[config.mk]
export PLATFORM = sky130hd
export DESIGN_NAME = load_store_unit_flat
export DESIGN_NICKNAME = d
export VERILOG_FILES = /design/src/rtl/load_store_unit_if.sv /design/src/rtl/load_store_unit.sv /design/src/flat_wrapper.sv
export SDC_FILE = /design/constraint.sdc
export NUM_CORES = 1
export LEC_CHECK = 0
export CAP_MARGIN = 25
export CORE_MARGIN = 3
export CORE_UTILIZATION = 42
export DETAILED_ROUTE_END_ITERATION = 8
export GPL_ROUTABILITY_DRIVEN = 1
export PLACE_DENSITY = 0.84
export SLEW_MARGIN = 20
export SYNTH_ARGS = -nofsm -noshare
export SYNTH_HDL_FRONTEND = slang
export SYNTH_SLANG_ARGS = --single-unit
[constraint.sdc]
create_clock -name clk -period 2 [get_ports clk]
set_clock_uncertainty 0.05 [all_clocks]
set_input_delay 0.4 -clock clk [delete_from_list [all_inputs] [get_ports clk]]
set_output_delay 0.4 -clock clk [all_outputs]
set_load 0.1 [all_outputs]
[src/rtl/load_store_unit_if.sv]
// Handshake bundle between EX, the load/store unit and data memory.
interface load_store_unit_if;
    logic        in_valid;
    logic        in_ready;
    logic [3:0]  mem_op;
    logic [31:0] addr;
    logic [31:0] store_data;
    logic [4:0]  rd_in;
    logic        dmem_req;
    logic        dmem_we;
    logic [31:0] dmem_addr;
    logic [31:0] dmem_wdata;
    logic [3:0]  dmem_wstrb;
    logic        dmem_gnt;
    logic        dmem_rvalid;
    logic [31:0] dmem_rdata;
    logic        out_valid;
    logic [31:0] out_data;
    logic [4:0]  out_rd;
    logic        out_we;
    logic        out_fault;
    logic [1:0]  out_cause;

    modport slave (
        input  in_valid, mem_op, addr, store_data, rd_in,
        input  dmem_gnt, dmem_rvalid, dmem_rdata,
        output in_ready, dmem_req, dmem_we, dmem_addr,
        output dmem_wdata, dmem_wstrb,
        output out_valid, out_data, out_rd, out_we,
        output out_fault, out_cause
    );

    modport master (
        output in_valid, mem_op, addr, store_data, rd_in,
        output dmem_gnt, dmem_rvalid, dmem_rdata,
        input  in_ready, dmem_req, dmem_we, dmem_addr,
        input  dmem_wdata, dmem_wstrb,
        input  out_valid, out_data, out_rd, out_we,
        input  out_fault, out_cause
    );
endinterface

[src/rtl/load_store_unit.sv]
// Blocking memory stage: one data-memory read or write per accepted op,
// with alignment checks, load extension and a request timeout.
module load_store_unit #(
    parameter int TIMEOUT_CYCLES = 64
) (
    input logic               clk,
    input logic               rst,
    load_store_unit_if.slave  bus
);
    localparam int CW = $clog2(TIMEOUT_CYCLES + 1);

    typedef enum logic [1:0] {
        S_IDLE, S_REQ, S_WAIT, S_DONE
    } state_t;

    state_t        r_state;
    state_t        w_next;
    logic [CW-1:0] r_cnt;
    logic          r_store;
    logic          r_uns;
    logic [1:0]    r_size;
    logic [1:0]    r_off;
    logic [4:0]    r_rd;
    logic [31:0]   r_daddr;
    logic          r_we;
    logic [31:0]   r_wdata;
    logic [3:0]    r_wstrb;
    logic [31:0]   r_data;
    logic          r_ld_we;
    logic          r_fault;
    logic [1:0]    r_cause;

    logic          w_accept;
    logic [1:0]    w_size;
    logic          w_illegal;
    logic          w_misal;
    logic          w_tmo;
    logic [31:0]   w_wdata;
    logic [3:0]    w_wstrb;
    logic [31:0]   w_lane;
    logic [31:0]   w_ldata;

    assign w_accept  = bus.in_valid & bus.in_ready;
    assign w_size    = bus.mem_op[1:0];
    assign w_illegal = (w_size == 2'b11);
    assign w_misal   = ((w_size == 2'b01) & bus.addr[0])
                     | ((w_size == 2'b10) & (bus.addr[1:0] != 2'b00));
    assign w_tmo     = (r_cnt == CW'(TIMEOUT_CYCLES - 1));

    always_comb begin
        w_next = r_state;
        unique case (r_state)
            S_IDLE: if (w_accept)
                w_next = (w_illegal | w_misal) ? S_DONE : S_REQ;
            S_REQ: begin
                if (bus.dmem_gnt)
                    w_next = r_store ? S_DONE : S_WAIT;
                else if (w_tmo)
                    w_next = S_DONE;
            end
            S_WAIT: if (bus.dmem_rvalid | w_tmo)
                w_next = S_DONE;
            S_DONE: w_next = S_IDLE;
            default: w_next = S_IDLE;
        endcase
    end

    // Lane replication lets memory pick any byte lane by strobe alone.
    always_comb begin
        w_wdata = bus.store_data;
        w_wstrb = 4'b1111;
        case (w_size)
            2'b00: begin
                w_wdata = {4{bus.store_data[7:0]}};
                w_wstrb = 4'b0001 << bus.addr[1:0];
            end
            2'b01: begin
                w_wdata = {2{bus.store_data[15:0]}};
                w_wstrb = 4'b0011 << bus.addr[1:0];
            end
            default: ;
        endcase
    end

    assign w_lane = bus.dmem_rdata >> {r_off, 3'b000};

    always_comb begin
        w_ldata = w_lane;
        case (r_size)
            2'b00: w_ldata = {{24{~r_uns & w_lane[7]}}, w_lane[7:0]};
            2'b01: w_ldata = {{16{~r_uns & w_lane[15]}}, w_lane[15:0]};
            default: ;
        endcase
    end

    always_ff @(posedge clk) begin
        if (!rst) begin
            r_state <= S_IDLE;
            r_cnt   <= '0;
            r_store <= 1'b0;
            r_uns   <= 1'b0;
            r_size  <= 2'b00;
            r_off   <= 2'b00;
            r_rd    <= 5'd0;
            r_daddr <= 32'd0;
            r_we    <= 1'b0;
            r_wdata <= 32'd0;
            r_wstrb <= 4'b0000;
            r_data  <= 32'd0;
            r_ld_we <= 1'b0;
            r_fault <= 1'b0;
            r_cause <= 2'b00;
        end else begin
            r_state <= w_next;
            if (r_state == S_REQ || r_state == S_WAIT)
                r_cnt <= r_cnt + CW'(1);
            if (w_accept) begin
                r_cnt   <= '0;
                r_store <= bus.mem_op[3];
                r_uns   <= bus.mem_op[2];
                r_size  <= w_size;
                r_off   <= bus.addr[1:0];
                r_rd    <= bus.rd_in;
                r_daddr <= {bus.addr[31:2], 2'b00};
                r_we    <= bus.mem_op[3];
                r_wdata <= bus.mem_op[3] ? w_wdata : 32'd0;
                r_wstrb <= bus.mem_op[3] ? w_wstrb : 4'b0000;
                r_data  <= 32'd0;
                r_ld_we <= 1'b0;
                r_fault <= w_illegal | w_misal;
                r_cause <= w_illegal ? 2'b11 :
                           (w_misal ? 2'b01 : 2'b00);
            end
            if (r_state == S_WAIT && bus.dmem_rvalid) begin
                r_data  <= w_ldata;
                r_ld_we <= 1'b1;
            end
            // gnt/rvalid take priority over an expiring counter.
            if ((r_state == S_REQ && !bus.dmem_gnt && w_tmo) ||
                (r_state == S_WAIT && !bus.dmem_rvalid && w_tmo)) begin
                r_fault <= 1'b1;
                r_cause <= 2'b10;
            end
        end
    end

    assign bus.in_ready   = rst & (r_state == S_IDLE);
    assign bus.dmem_req   = (r_state == S_REQ);
    assign bus.dmem_we    = (r_state == S_REQ) & r_we;
    assign bus.dmem_addr  = r_daddr;
    assign bus.dmem_wdata = r_wdata;
    assign bus.dmem_wstrb = r_wstrb;
    assign bus.out_valid  = (r_state == S_DONE);
    assign bus.out_data   = r_data;
    assign bus.out_rd     = r_rd;
    assign bus.out_we     = r_ld_we;
    assign bus.out_fault  = r_fault;
    assign bus.out_cause  = r_cause;
endmodule

[src/flat_wrapper.sv]
// flat-port wrapper written by rule: the top's interface ports become plain ports
module load_store_unit_flat 
#(
    parameter int TIMEOUT_CYCLES = 64
)
  (clk, rst, bus_in_valid, bus_mem_op, bus_addr, bus_store_data, bus_rd_in, bus_dmem_gnt, bus_dmem_rvalid, bus_dmem_rdata, bus_in_ready, bus_dmem_req, bus_dmem_we, bus_dmem_addr, bus_dmem_wdata, bus_dmem_wstrb, bus_out_valid, bus_out_data, bus_out_rd, bus_out_we, bus_out_fault, bus_out_cause);
  load_store_unit_if bus_i ();
  input logic clk;
  input logic rst;
  input wire logic [$bits(bus_i.in_valid)-1:0] bus_in_valid;
  input wire logic [$bits(bus_i.mem_op)-1:0] bus_mem_op;
  input wire logic [$bits(bus_i.addr)-1:0] bus_addr;
  input wire logic [$bits(bus_i.store_data)-1:0] bus_store_data;
  input wire logic [$bits(bus_i.rd_in)-1:0] bus_rd_in;
  input wire logic [$bits(bus_i.dmem_gnt)-1:0] bus_dmem_gnt;
  input wire logic [$bits(bus_i.dmem_rvalid)-1:0] bus_dmem_rvalid;
  input wire logic [$bits(bus_i.dmem_rdata)-1:0] bus_dmem_rdata;
  output wire logic [$bits(bus_i.in_ready)-1:0] bus_in_ready;
  output wire logic [$bits(bus_i.dmem_req)-1:0] bus_dmem_req;
  output wire logic [$bits(bus_i.dmem_we)-1:0] bus_dmem_we;
  output wire logic [$bits(bus_i.dmem_addr)-1:0] bus_dmem_addr;
  output wire logic [$bits(bus_i.dmem_wdata)-1:0] bus_dmem_wdata;
  output wire logic [$bits(bus_i.dmem_wstrb)-1:0] bus_dmem_wstrb;
  output wire logic [$bits(bus_i.out_valid)-1:0] bus_out_valid;
  output wire logic [$bits(bus_i.out_data)-1:0] bus_out_data;
  output wire logic [$bits(bus_i.out_rd)-1:0] bus_out_rd;
  output wire logic [$bits(bus_i.out_we)-1:0] bus_out_we;
  output wire logic [$bits(bus_i.out_fault)-1:0] bus_out_fault;
  output wire logic [$bits(bus_i.out_cause)-1:0] bus_out_cause;
  assign bus_i.in_valid = bus_in_valid;
  assign bus_i.mem_op = bus_mem_op;
  assign bus_i.addr = bus_addr;
  assign bus_i.store_data = bus_store_data;
  assign bus_i.rd_in = bus_rd_in;
  assign bus_i.dmem_gnt = bus_dmem_gnt;
  assign bus_i.dmem_rvalid = bus_dmem_rvalid;
  assign bus_i.dmem_rdata = bus_dmem_rdata;
  assign bus_in_ready = bus_i.in_ready;
  assign bus_dmem_req = bus_i.dmem_req;
  assign bus_dmem_we = bus_i.dmem_we;
  assign bus_dmem_addr = bus_i.dmem_addr;
  assign bus_dmem_wdata = bus_i.dmem_wdata;
  assign bus_dmem_wstrb = bus_i.dmem_wstrb;
  assign bus_out_valid = bus_i.out_valid;
  assign bus_out_data = bus_i.out_data;
  assign bus_out_rd = bus_i.out_rd;
  assign bus_out_we = bus_i.out_we;
  assign bus_out_fault = bus_i.out_fault;
  assign bus_out_cause = bus_i.out_cause;
  load_store_unit #(.TIMEOUT_CYCLES(TIMEOUT_CYCLES)) u_core (.clk(clk), .rst(rst), .bus(bus_i));
endmodule
==> results.rst, run 1 <==
.. list-table::
   :header-rows: 1

   * - Metric
     - Value
   * - Time the worst path needs with I/O delays and setup
     - 1.953 ns
   * - Tightest Hold Check Type
     - register to register
   * - Detail Route Antenna Nets
     - 0
   * - Die width
     - 116.5 um
   * - Proportion of synthesized chip area in sequential cells
     - 0.4767
   * - CP required
     - 1.55 ns
   * - Hold-fix buffers, CTS
     - 0
   * - Number of synthesized flops with an enable pin
     - 0
   * - Mapped Area
     - 5124 um^2
   * - Result of the run
     - finished clean
   * - Utilization after layout
     - 0.6873
   * - Leading post-synthesis cells by cell area
     - sky130_fd_sc_hd__dfxtp_1 (48%), sky130_fd_sc_hd__a22o_1 (7.9%), sky130_fd_sc_hd__mux2i_1 (7.4%)
   * - Final-report max-slew violation count
     - 0
   * - Worst Setup Slack, final
     - 0.04728 ns
   * - Port buffer count
     - 220
   * - Residual DRC count
     - 0
   * - Cell type with the largest total area after synthesis
     - sky130_fd_sc_hd__dfxtp_1
   * - Gate count after technology mapping
     - 530
   * - Synth Flop Type
     - sky130_fd_sc_hd__dfxtp_1
   * - Filler cells
     - 869
   * - Worst setup slack after placement
     - -0.1083 ns
   * - Startpoint of the lowest-slack hold path
     - u_core.bus.dmem_wstrb[0]
   * - Wire length after detailed routing
     - 16270 um
   * - Largest family of logic cells by synthesized area
     - compound AO/OA/AOI/OAI gates
   * - Power density over the cells
     - 1318 nW/um^2
   * - Xor/xnor cell area share of the yosys netlist
     - 0.008547
   * - Site Rows
     - 39
   * - Clock latency on the worst-skew pair
     - 0.41 ns
   * - Post-synthesis cell type count
     - 48
   * - Overall die area
     - 13560 um^2
   * - Via/cell ratio
     - 5.514
   * - Largest net degree at the start of global routing
     - 76
   * - Critical path startpoint
     - u_core.r_state[0]
   * - Post-synth ARST share
     - 0
   * - Area growth from synthesis to final layout
     - 56.43%
   * - Critical path class
     - register to output pin
   * - Startpoint kind of the worst setup timing path
     - register
   * - HPWL after detailed placement
     - 12080 um
   * - Max-cap violations
     - 0
   * - First-pass GRT wire length
     - 24760 um
   * - Library cell with the highest instance count after synthesis
     - sky130_fd_sc_hd__dfxtp_1
   * - Initial Utilization
     - 0.4393
   * - IO Pins
     - 223
   * - Number of storage elements in the synthesis netlist
     - 122
   * - Number of nets in the final layout
     - 873
   * - Router iterations before antenna repair
     - 6
   * - Part of the cycle the worst path needs
     - 0.9764
   * - Number of buffers inserted during clock tree synthesis
     - 17
   * - Number of post-CTS setup repair buffers
     - 0
   * - Number of antenna violations at the first check in global routing
     - 0
   * - Launch instance of the worst register-to-register path
     - u_core.r_state[0]
   * - CTS tree
     - yes
   * - CP Cell Sequence
     - inv_2, ha_1, buf_4, and2_4, buf_12
   * - Area fraction in compound gates after synthesis
     - 0.2320
   * - Data arrival at the endpoint of the critical path
     - 1.50 ns
   * - Vias in the first global route
     - 5000
   * - Total power draw
     - 0.01057 W
   * - Clk buf depth
     - 2
   * - Chip Height
     - 116.5 um
   * - Diodes inserted
     - 0
   * - CTS Root Cell
     - sky130_fd_sc_hd__clkbuf_16
   * - Cell count after placement
     - 881
   * - Multiplexer share of the synthesized area
     - 0.1028
   * - CP max stage cell
     - sky130_fd_sc_hd__dfxtp_2
   * - Clock tree sinks
     - 122
   * - Synth Area in Simple Gates
     - 0.1109
   * - Via count of the routed design
     - 5034
   * - Multi-input logic area
     - 2436 um^2
   * - Level count of the clock H-tree
     - 4
   * - CP max stage delay
     - 0.36 ns
   * - Remaining global-route overflow
     - 0
   * - Post-route non-filler standard cell count
     - 913
   * - Total routing resource utilization after global routing
     - 0.2333
   * - Number of warnings reported in the yosys synthesis log
     - 0
   * - RSZ-0062 raised after global routing
     - false
   * - Average cell area after synthesis
     - 9.667 um^2
   * - Crit. End Element
     - output pin
   * - Post-Synth Adder-Cell Area
     - 0.01465
   * - Highest attainable clock frequency
     - 0.5121 GHz
   * - Largest fanout on the critical path
     - 5
   * - Clock transition at the registers of the reported paths
     - 0.05 ns
   * - Standard cell core area
     - 11660 um^2
   * - Storage cell area
     - 2447 um^2
   * - WL/cell
     - 17.82 um
   * - Final weighted congestion in routability-driven placement
     - 0.9041
   * - DRC violation total after the first TritonRoute iteration
     - 404
   * - Max VDD drop
     - 909.2 uV
   * - Final hold viol count
     - 0
   * - Leakage
     - 3.364 nW
   * - Proportion of layout cells with a drive suffix above 1
     - 0.2610
   * - Most common library cells after synthesis
     - sky130_fd_sc_hd__dfxtp_1 (122), sky130_fd_sc_hd__nand2_1 (52), sky130_fd_sc_hd__a22o_1 (46)
   * - Setup-violating endpoint count in the final report
     - 0
   * - Top cell type's share of synthesized area
     - 0.4767
==> final cells by class <==
type	instances	area share
tap	143	0.02232
sequential	122	0.3053
inverter	8	0.003746
timing repair buffer	251	0.2863
clock buffer	21	0.05745
multi-input combinational	357	0.3039
clock inverter	11	0.02092
==> where the power goes <==
group          switching (W)  leakage [nW]  internal (W)
Combinational        0.00310          2.07       0.00125
Clock                0.00110         0.303       0.00215
Sequential          0.000220         0.995       0.00275
Total                0.00442          3.36       0.00615
==> worst max-delay path: cells and delay by family, from the launching register on <==
family | cells | cell delay (ns)
adder cells (fa/ha/maj) | 1 | 0.21
AND/OR/NAND/NOR | 1 | 0.15
buffers and inverters | 3 | 0.38
flip-flops | 1 | 0.36
==> state kept, by name, summed over array words and instances (netlist names) <==
| signal | count |
|---|---|
| u_core.bus.out_we | 1 |
| u_core.bus.out_rd | 5 |
| u_core.bus.out_fault | 1 |
| u_core.bus.dmem_addr | 30 |
| u_core.r_off | 2 |
| u_core.r_uns | 1 |
| u_core.r_cnt | 7 |
| u_core.bus.out_data | 32 |
| u_core.r_we | 1 |
| u_core.bus.dmem_wstrb | 4 |
| u_core.r_state | 2 |
| u_core.r_size | 2 |
| u_core.bus.dmem_wdata | 32 |
| u_core.bus.out_cause | 2 |
==> cell families after synthesis <==
family,count (synthesis)
AO/OA/AOI/OAI,174
other,1
AND/OR/NAND/NOR,120
adder cells (fa/ha/maj),6
buffers and inverters,52
multiplexers,50
XOR/XNOR,5
flip-flops,122
==> per-stage QoR <==
stage	hold WS [ns]	setup TNS (ns)	instance area, um^2
2_1_floorplan	0.3776	0	5131
3_3_place_gp	0.3854	-0.1765	7371
3_5_place_dp	0.3917	-0.9285	7371
4_1_cts	0.3999	0	8004
5_1_grt	0.4206	0	8015
6_report	0.3961	0	8015
==> layer usage <==
metal	up-vias	wire length, um	GRT usage
li1	2390	-	-
met1	2346	6429	0.2741
met2	257	7853	0.3852
met3	41	1591	0.08238
met4	0	393	0.1013
met5	-	0	0
==> worst paths after layout <==
kind                              endpoint  slack [ns]  cells past startpoint
setup / recovery              bus_in_ready        0.05                      5
hold reg to reg   u_core.bus.dmem_wstrb[0]        0.40                      2
setup reg to reg         u_core.r_state[0]        0.21                      6
hold / removal    u_core.bus.dmem_wstrb[0]        0.40                      2
==> repair_timing <==
item | CTS | global route
resized for setup | 3 | 4
hold endpoints to repair | 0 | 0
setup endpoints to repair | 1 | 2
cloned | 0 | 0
==> cell usage in the layout (no fill, tap or decap), types with 3 or more instances in the layout <==
cell and instances:
sky130_fd_sc_hd__nand2_1 52, sky130_fd_sc_hd__a22oi_1 18, sky130_fd_sc_hd__o211ai_1 11, sky130_fd_sc_hd__nand3_1 12, sky130_fd_sc_hd__mux2_2 11, sky130_fd_sc_hd__dfxtp_1 120
sky130_fd_sc_hd__o2bb2ai_1 7, sky130_fd_sc_hd__mux2i_1 38, sky130_fd_sc_hd__o21ai_1 11, sky130_fd_sc_hd__buf_12 11, sky130_fd_sc_hd__xor2_1 4, sky130_fd_sc_hd__clkdlybuf4s50_1 109
sky130_fd_sc_hd__a21oi_1 33, sky130_fd_sc_hd__clkinv_2 3, sky130_fd_sc_hd__nor3_1 9, sky130_fd_sc_hd__o21ai_0 35, sky130_fd_sc_hd__nor2_1 20, sky130_fd_sc_hd__inv_1 5
sky130_fd_sc_hd__inv_2 3, sky130_fd_sc_hd__nor2b_1 7, sky130_fd_sc_hd__a22o_1 46, sky130_fd_sc_hd__buf_4 131, sky130_fd_sc_hd__bufinv_16 4, sky130_fd_sc_hd__ha_1 5
sky130_fd_sc_hd__clkbuf_16 17
No activity file was read; power rests on OpenSTA's default activity.
==> run 2: changes to the inputs <==
CORE_UTILIZATION = 47   (was 42)
CTS_BUF_LIST = sky130_fd_sc_hd__clkbuf_16   (was not set)
DONT_BUFFER_PORTS = 1   (was not set)
MAX_ROUTING_LAYER = met4   (was not set)
PLACE_DENSITY = 0.66   (was 0.84)
==> run 2 against run 1 <==
Against the previous run:
- count of clock-buffer cells in the layout fell by 4
- maximum frequency increased by 0.70%
- non-clock buffer count down 126
- power shrank 7.2%
- sequential share of layout area grew 6.5 points
- global-route usage is 0.77 points higher
- combinational power decreased by 8.1%
- worst setup slack better by 0.014 ns
- critical endpoint unchanged
==> results.rst, run 2 (synthesis gave the netlist of run 1 again) <==
.. list-table::
   :header-rows: 1

   * - Metric
     - Value
   * - Result of the run
     - finished clean
   * - CP top delay family
     - buffers and inverters
   * - Router iterations before antenna repair
     - 4
   * - Tightest Hold Check Type
     - primary input to register
   * - CP required
     - 1.55 ns
   * - First-pass GRT wire length
     - 23350 um
   * - Wire length after detailed routing
     - 14470 um
   * - Proportion of layout cells with a drive suffix above 1
     - 0.2804
   * - Final weighted congestion in routability-driven placement
     - 0.8407
   * - Critical path class
     - register to output pin
   * - Standard cell core area
     - 10460 um^2
   * - Post-route cell area
     - 6616 um^2
   * - Port buffer count
     - 0
   * - Most utilized layer in the global route result
     - met2
   * - Residual DRC count
     - 0
   * - CTS Root Cell
     - sky130_fd_sc_hd__clkbuf_16
   * - Total buffers and inverters traversed by the critical path
     - 3
   * - CTS tree
     - yes
   * - IO Pins
     - 223
   * - Die width
     - 110.4 um
   * - Clock transition at the registers of the reported paths
     - 0.05 ns
   * - CP Cell Sequence
     - inv_2, ha_1, buf_4, and2_4, buf_12
   * - HPWL after detailed placement
     - 10790 um
   * - Crit. End Element
     - output pin
   * - Worst-case headroom to the max-slew limit
     - 0.5974
   * - Initial Utilization
     - 0.4897
   * - DRC violation total after the first TritonRoute iteration
     - 375
   * - Highest attainable clock frequency
     - 0.5157 GHz
   * - Final hold viol count
     - 0
   * - Setup-violating endpoint count in the final report
     - 0
   * - Power density over the cells
     - 1482 nW/um^2
   * - WL/cell
     - 18.58 um
   * - Register-to-Register Path Depth
     - 6
   * - Area growth from synthesis to final layout
     - 29.13%
   * - Number of antenna violations at the first check in global routing
     - 0
   * - Clk buf depth
     - 2
   * - Remaining global-route overflow
     - 0
   * - Site Rows
     - 37
   * - CP max stage delay
     - 0.36 ns
   * - Data arrival at the endpoint of the critical path
     - 1.49 ns
   * - Level count of the clock H-tree
     - 4
   * - Max VDD drop
     - 859.4 uV
   * - Filler cells
     - 921
   * - Detail Route Antenna Nets
     - 0
   * - Placed inst area
     - 6045 um^2
   * - CP max stage cell
     - sky130_fd_sc_hd__dfxtp_2
   * - Global-route track usage on met1
     - 0.2713
   * - Max-cap violations
     - 0
   * - Part of the cycle the worst path needs
     - 0.9695
   * - Via/cell ratio
     - 5.606
   * - RSZ-0062 raised after global routing
     - false
   * - Via count of the routed design
     - 4367
   * - Clock latency on the worst-skew pair
     - 0.40 ns
   * - Leakage
     - 2.800 nW
   * - Transition time at the pin with the least slew margin
     - 0.6022 ns
   * - Vias in the first global route
     - 4405
   * - Global routing usage on met2
     - 0.4066
   * - Critical Path Stages
     - 5
   * - Clock tree sinks
     - 122
   * - Overall die area
     - 12190 um^2
   * - Startpoint kind of the worst setup timing path
     - register
   * - Met3 track demand over resource
     - 0.08767
   * - Final-report max-slew violation count
     - 0
   * - Largest net degree at the start of global routing
     - 76
   * - Total routing resource utilization after global routing
     - 0.2410
   * - Number of buffers inserted during clock tree synthesis
     - 17
   * - Top library cells by usage in the layout, fill and taps aside
     - sky130_fd_sc_hd__buf_4 (122), sky130_fd_sc_hd__dfxtp_1 (120), sky130_fd_sc_hd__nand2_1 (52)
   * - Number of nets in the final layout
     - 747
   * - Cells on Worst Hold Path
     - 2
   * - Time the worst path needs with I/O delays and setup
     - 1.939 ns
   * - Largest fanout on the critical path
     - 5
   * - Total negative slack for setup checks
     - 0 ns
   * - Most frequent standard cell in the layout excluding fill and tap cells
     - sky130_fd_sc_hd__buf_4
   * - Chip Height
     - 110.4 um
## run 2: cell types whose count changed in the layout (fill, tap and decap cells not counted), moves of 2 or more
cell and delta:
sky130_fd_sc_hd__buf_12 -8, sky130_fd_sc_hd__clkdlybuf4s50_1 -109, sky130_fd_sc_hd__clkbuf_1 -2, sky130_fd_sc_hd__clkinv_1 +4
sky130_fd_sc_hd__clkbuf_8 -2, sky130_fd_sc_hd__buf_4 -9
## run 2: worst paths after layout
path                            from                   endpoint  slack [ns]
min reg2reg  u_core.bus.out_cause[0]    u_core.bus.out_cause[0]        0.41
max reg2reg        u_core.r_state[1]  u_core.bus.dmem_wdata[15]        0.15
min                              rst    u_core.bus.out_cause[0]        0.06
max                u_core.r_state[0]               bus_in_ready        0.06
## run 2: stage by stage
stage | setup WS, ns | std cells | hold WS (ns) | total power, W | util
3_3_place_gp | 0.2245 | 748 | 0.3906 | 0.006821 | 0.5777
2_1_floorplan | 0.01981 | 531 | 0.3776 | 0.006113 | -
6_report | 0.06091 | 779 | 0.06321 | 0.009808 | 0.6324
3_5_place_dp | 0.1200 | 748 | 0.4023 | 0.006889 | 0.5777
4_1_cts | 0.01641 | 778 | 0.04762 | 0.009839 | 0.6317
5_1_grt | 0.0005360 | 778 | 0.05767 | 0.01020 | 0.6321
## run 2: layout make-up
cell class	instances	area (um^2)	area share
well taps	136	170.2	0.02572
clock inverters	13	136.4	0.02061
clock buffers	17	425.4	0.06430
multi-input cells	357	2429	0.3671
repair buffers	125	975.9	0.1475
inverters	8	30.03	0.004539
diodes	1	2.502	0.0003782
flip-flops and latches	122	2447	0.3699
## run 2: per-layer routing
metal  up-vias  part of all wire  wire length, um
met4         0             0.015              211
li1       2129                 -                -
met1      2034              0.40             5748
met5         -                 0                0
met2       182              0.50             7234
met3        22             0.088             1279
## run 2: where the power goes
part / total (W) / internal, W / switching, W
sequential: 0.00288 / 0.00275 / 0.000132
combinational: 0.00399 / 0.000949 / 0.00304
clock: 0.00294 / 0.00191 / 0.00103
total: 0.00981 / 0.00561 / 0.00420
## run 2: timing repair
| action | in CTS | in global routing |
|---|---|---|
| buffers inserted | 0 | 0 |
| hold buffers | 0 | 0 |
| gates resized for setup | 4 | 2 |
| endpoints found under the hold margin | 0 | 0 |
| gates cloned | 0 | 0 |
| endpoints found under the setup margin | 1 | 1 |
==> run 3: changes to the inputs <==
CTS_CLUSTER_SIZE = 30   (was not set)
clock period = 1.99 ns   (was 2 ns; I/O delays follow)
==> run 3 against run 2 <==
Against the previous run:
- sequential power is essentially flat
- critical path depth did not move
- core utilization increased by 0.99 points
- power is 5.6% higher
- die area unchanged
- register-to-register slack gained 0.07 ns
- via count up 1.1%
- first-iteration DRC count decreased by 10%
- sequential share of layout area fell by 0.53 points
- final cell count is 0.13% higher
- global-route usage increased by 0.46 points
- flip-flop and latch count stayed put
- critical path type unchanged
- highest routed layer unchanged
==> results.rst, run 3 (synthesis gave the netlist of run 1 again) <==
.. list-table::
   :header-rows: 1

   * - Metric
     - Value
   * - Final hold viol count
     - 0
   * - Router iterations before antenna repair
     - 5
   * - Launch instance of the worst register-to-register path
     - u_core.r_off[0]
   * - Hold-fix buffers, CTS
     - 0
   * - Number of antenna violations at the first check in global routing
     - 0
   * - Diodes inserted
     - 0
   * - Time the worst path needs with I/O delays and setup
     - 1.925 ns
   * - CTS Root Cell
     - sky130_fd_sc_hd__clkbuf_16
   * - Wire length after detailed routing
     - 14760 um
   * - Vias in the first global route
     - 4477
   * - Highest attainable clock frequency
     - 0.5196 GHz
   * - Total negative slack for setup checks
     - 0 ns
   * - Register-to-Register Path Depth
     - 4
   * - Total routing resource utilization after global routing
     - 0.2456
   * - Detail Route Antenna Nets
     - 0
   * - RSZ-0062 raised after global routing
     - false
   * - DRC violation total after the first TritonRoute iteration
     - 336
   * - Clock transition at the registers of the reported paths
     - 0.06 ns
   * - Transition time at the pin with the least slew margin
     - 0.5802 ns
   * - Final weighted congestion in routability-driven placement
     - 0.8407
   * - Site Rows
     - 37
   * - Area growth from synthesis to final layout
     - 31.16%
   * - Startpoint kind of the worst setup timing path
     - register
   * - Utilization after layout
     - 0.6423
   * - Slack of the worst reg-to-reg path
     - 0.22 ns
   * - Chip Height
     - 110.4 um
   * - Level count of the clock H-tree
     - 4
   * - CP required
     - 1.54 ns
   * - Overall die area
     - 12190 um^2
   * - Via/cell ratio
     - 5.659
   * - Worst Hold Endpoint
     - u_core.bus.out_cause[0]
   * - Endpoint of the most critical register-to-register path
     - u_core.bus.out_data[19]
   * - CTS tree
     - yes
   * - HPWL after detailed placement
     - 10870 um
   * - Critical path class
     - register to output pin
   * - Startpoint of the lowest-slack hold path
     - rst
   * - WL/cell
     - 18.92 um
   * - Clk buf depth
     - 2
   * - Final-report max-slew violation count
     - 0
   * - Part of the cycle the worst path needs
     - 0.9672
   * - Initial Utilization
     - 0.4897
   * - Largest net degree at the start of global routing
     - 76
   * - Residual DRC count
     - 0
   * - Via count of the routed design
     - 4414
   * - Number of buffers inserted during clock tree synthesis
     - 17
   * - Clock latency on the worst-skew pair
     - 0.41 ns
   * - Max VDD drop
     - 935.7 uV
   * - Setup-violating endpoint count in the final report
     - 0
   * - Proportion of layout cells with a drive suffix above 1
     - 0.2873
   * - Leakage
     - 2.839 nW
   * - Worst-case headroom to the max-slew limit
     - 0.6121
   * - First-pass GRT wire length
     - 23430 um
   * - Remaining global-route overflow
     - 0
   * - Number of nets in the final layout
     - 747
   * - Crit. End Element
     - output pin
   * - Die width
     - 110.4 um
   * - Clock tree sinks
     - 122
   * - Cells on Worst Hold Path
     - 2
   * - Top library cells by usage in the layout, fill and taps aside
     - sky130_fd_sc_hd__buf_4 (122), sky130_fd_sc_hd__dfxtp_1 (120), sky130_fd_sc_hd__nand2_1 (52)
   * - Data arrival at the endpoint of the critical path
     - 1.48 ns
   * - Port buffer count
     - 0
   * - Max-cap violations
     - 0
   * - IO Pins
     - 223
   * - Most frequent standard cell in the layout excluding fill and tap cells
     - sky130_fd_sc_hd__buf_4
   * - Number of post-CTS setup repair buffers
     - 0
   * - Standard cell core area
     - 10460 um^2
   * - Largest fanout on the critical path
     - 5
   * - Result of the run
     - finished clean
   * - Tightest Hold Check Type
     - primary input to register
   * - Power density over the cells
     - 1540 nW/um^2
   * - Number of instances resized during post-cts repair
     - 4
==> run 3: cell types whose count changed in the layout (fill, tap and decap cells not counted), sizes merged <==
cell / delta
clkinvlp: +2
inv: +1
bufinv: +3
clkinv: -4
diode: -1
==> run 3: worst max path at each step <==
stage,startpoint,endpoint,slack [ns],depth (start not counted)
6_report,u_core.r_state[1],bus_in_ready,0.07,5
3_3_place_gp,u_core.r_state[0],u_core.bus.dmem_wdata[15],0.21,6
4_1_cts,u_core.r_state[1],bus_in_ready,0.001,5
2_1_floorplan,u_core.r_state[1],bus_dmem_we,0.01,3
5_1_grt,u_core.r_state[1],bus_in_ready,0.003,5
3_5_place_dp,u_core.r_state[1],u_core.bus.dmem_wdata[15],0.12,6
==> run 3: power by group <==
part / internal [W] / switching (W) / leakage, nW
clock: 0.00233 / 0.00110 / 0.317
sequential: 0.00277 / 0.000142 / 0.995
combinational: 0.000962 / 0.00306 / 1.53
==> run 3: final cells by class <==
type / instances / area, um^2
Multi-Input combinational cell: 357 / 2432
Clock buffer: 17 / 425.4
Fill cell: 899 / 3742
Tap cell: 136 / 170.2
Clock inverter: 15 / 231.5
Sequential cell: 122 / 2450
Timing Repair Buffer: 125 / 975.9
Inverter: 8 / 35.03
==> run 3: layer usage <==
layer	global-route usage	part of all wire	vias to the layer above	routed length, um
li1	-	-	2126	-
met1	0.2692	0.38	2065	5680
met2	0.4057	0.50	196	7378
met3	0.09479	0.093	27	1373
met4	0.09031	0.022	0	327
met5	-	0	-	0
==> run 3: through the flow <==
| stage | cells | cell area, um^2 | hold WS, ns | total power, W | worst slack, ns |
|---|---|---|---|---|---|
| floorplan | 531 | 5131 | 0.3776 | 0.006144 | 0.01181 |
| global placement | 748 | 6045 | 0.3905 | 0.006856 | 0.2146 |
| detailed placement | 748 | 6045 | 0.4009 | 0.006924 | 0.1192 |
| CTS | 780 | 6706 | 0.03488 | 0.01038 | 0.001484 |
| global route | 780 | 6720 | 0.04560 | 0.01076 | 0.003421 |
| finish | 780 | 6720 | 0.04833 | 0.01035 | 0.06533 |
==> run 3: critical path, stage by stage, from the launching register on <==
cell                      delay, ns
sky130_fd_sc_hd__dfxtp_4       0.36
sky130_fd_sc_hd__inv_4         0.07
sky130_fd_sc_hd__ha_2          0.17
sky130_fd_sc_hd__buf_4         0.14
sky130_fd_sc_hd__and2_4        0.15
sky130_fd_sc_hd__buf_12        0.17
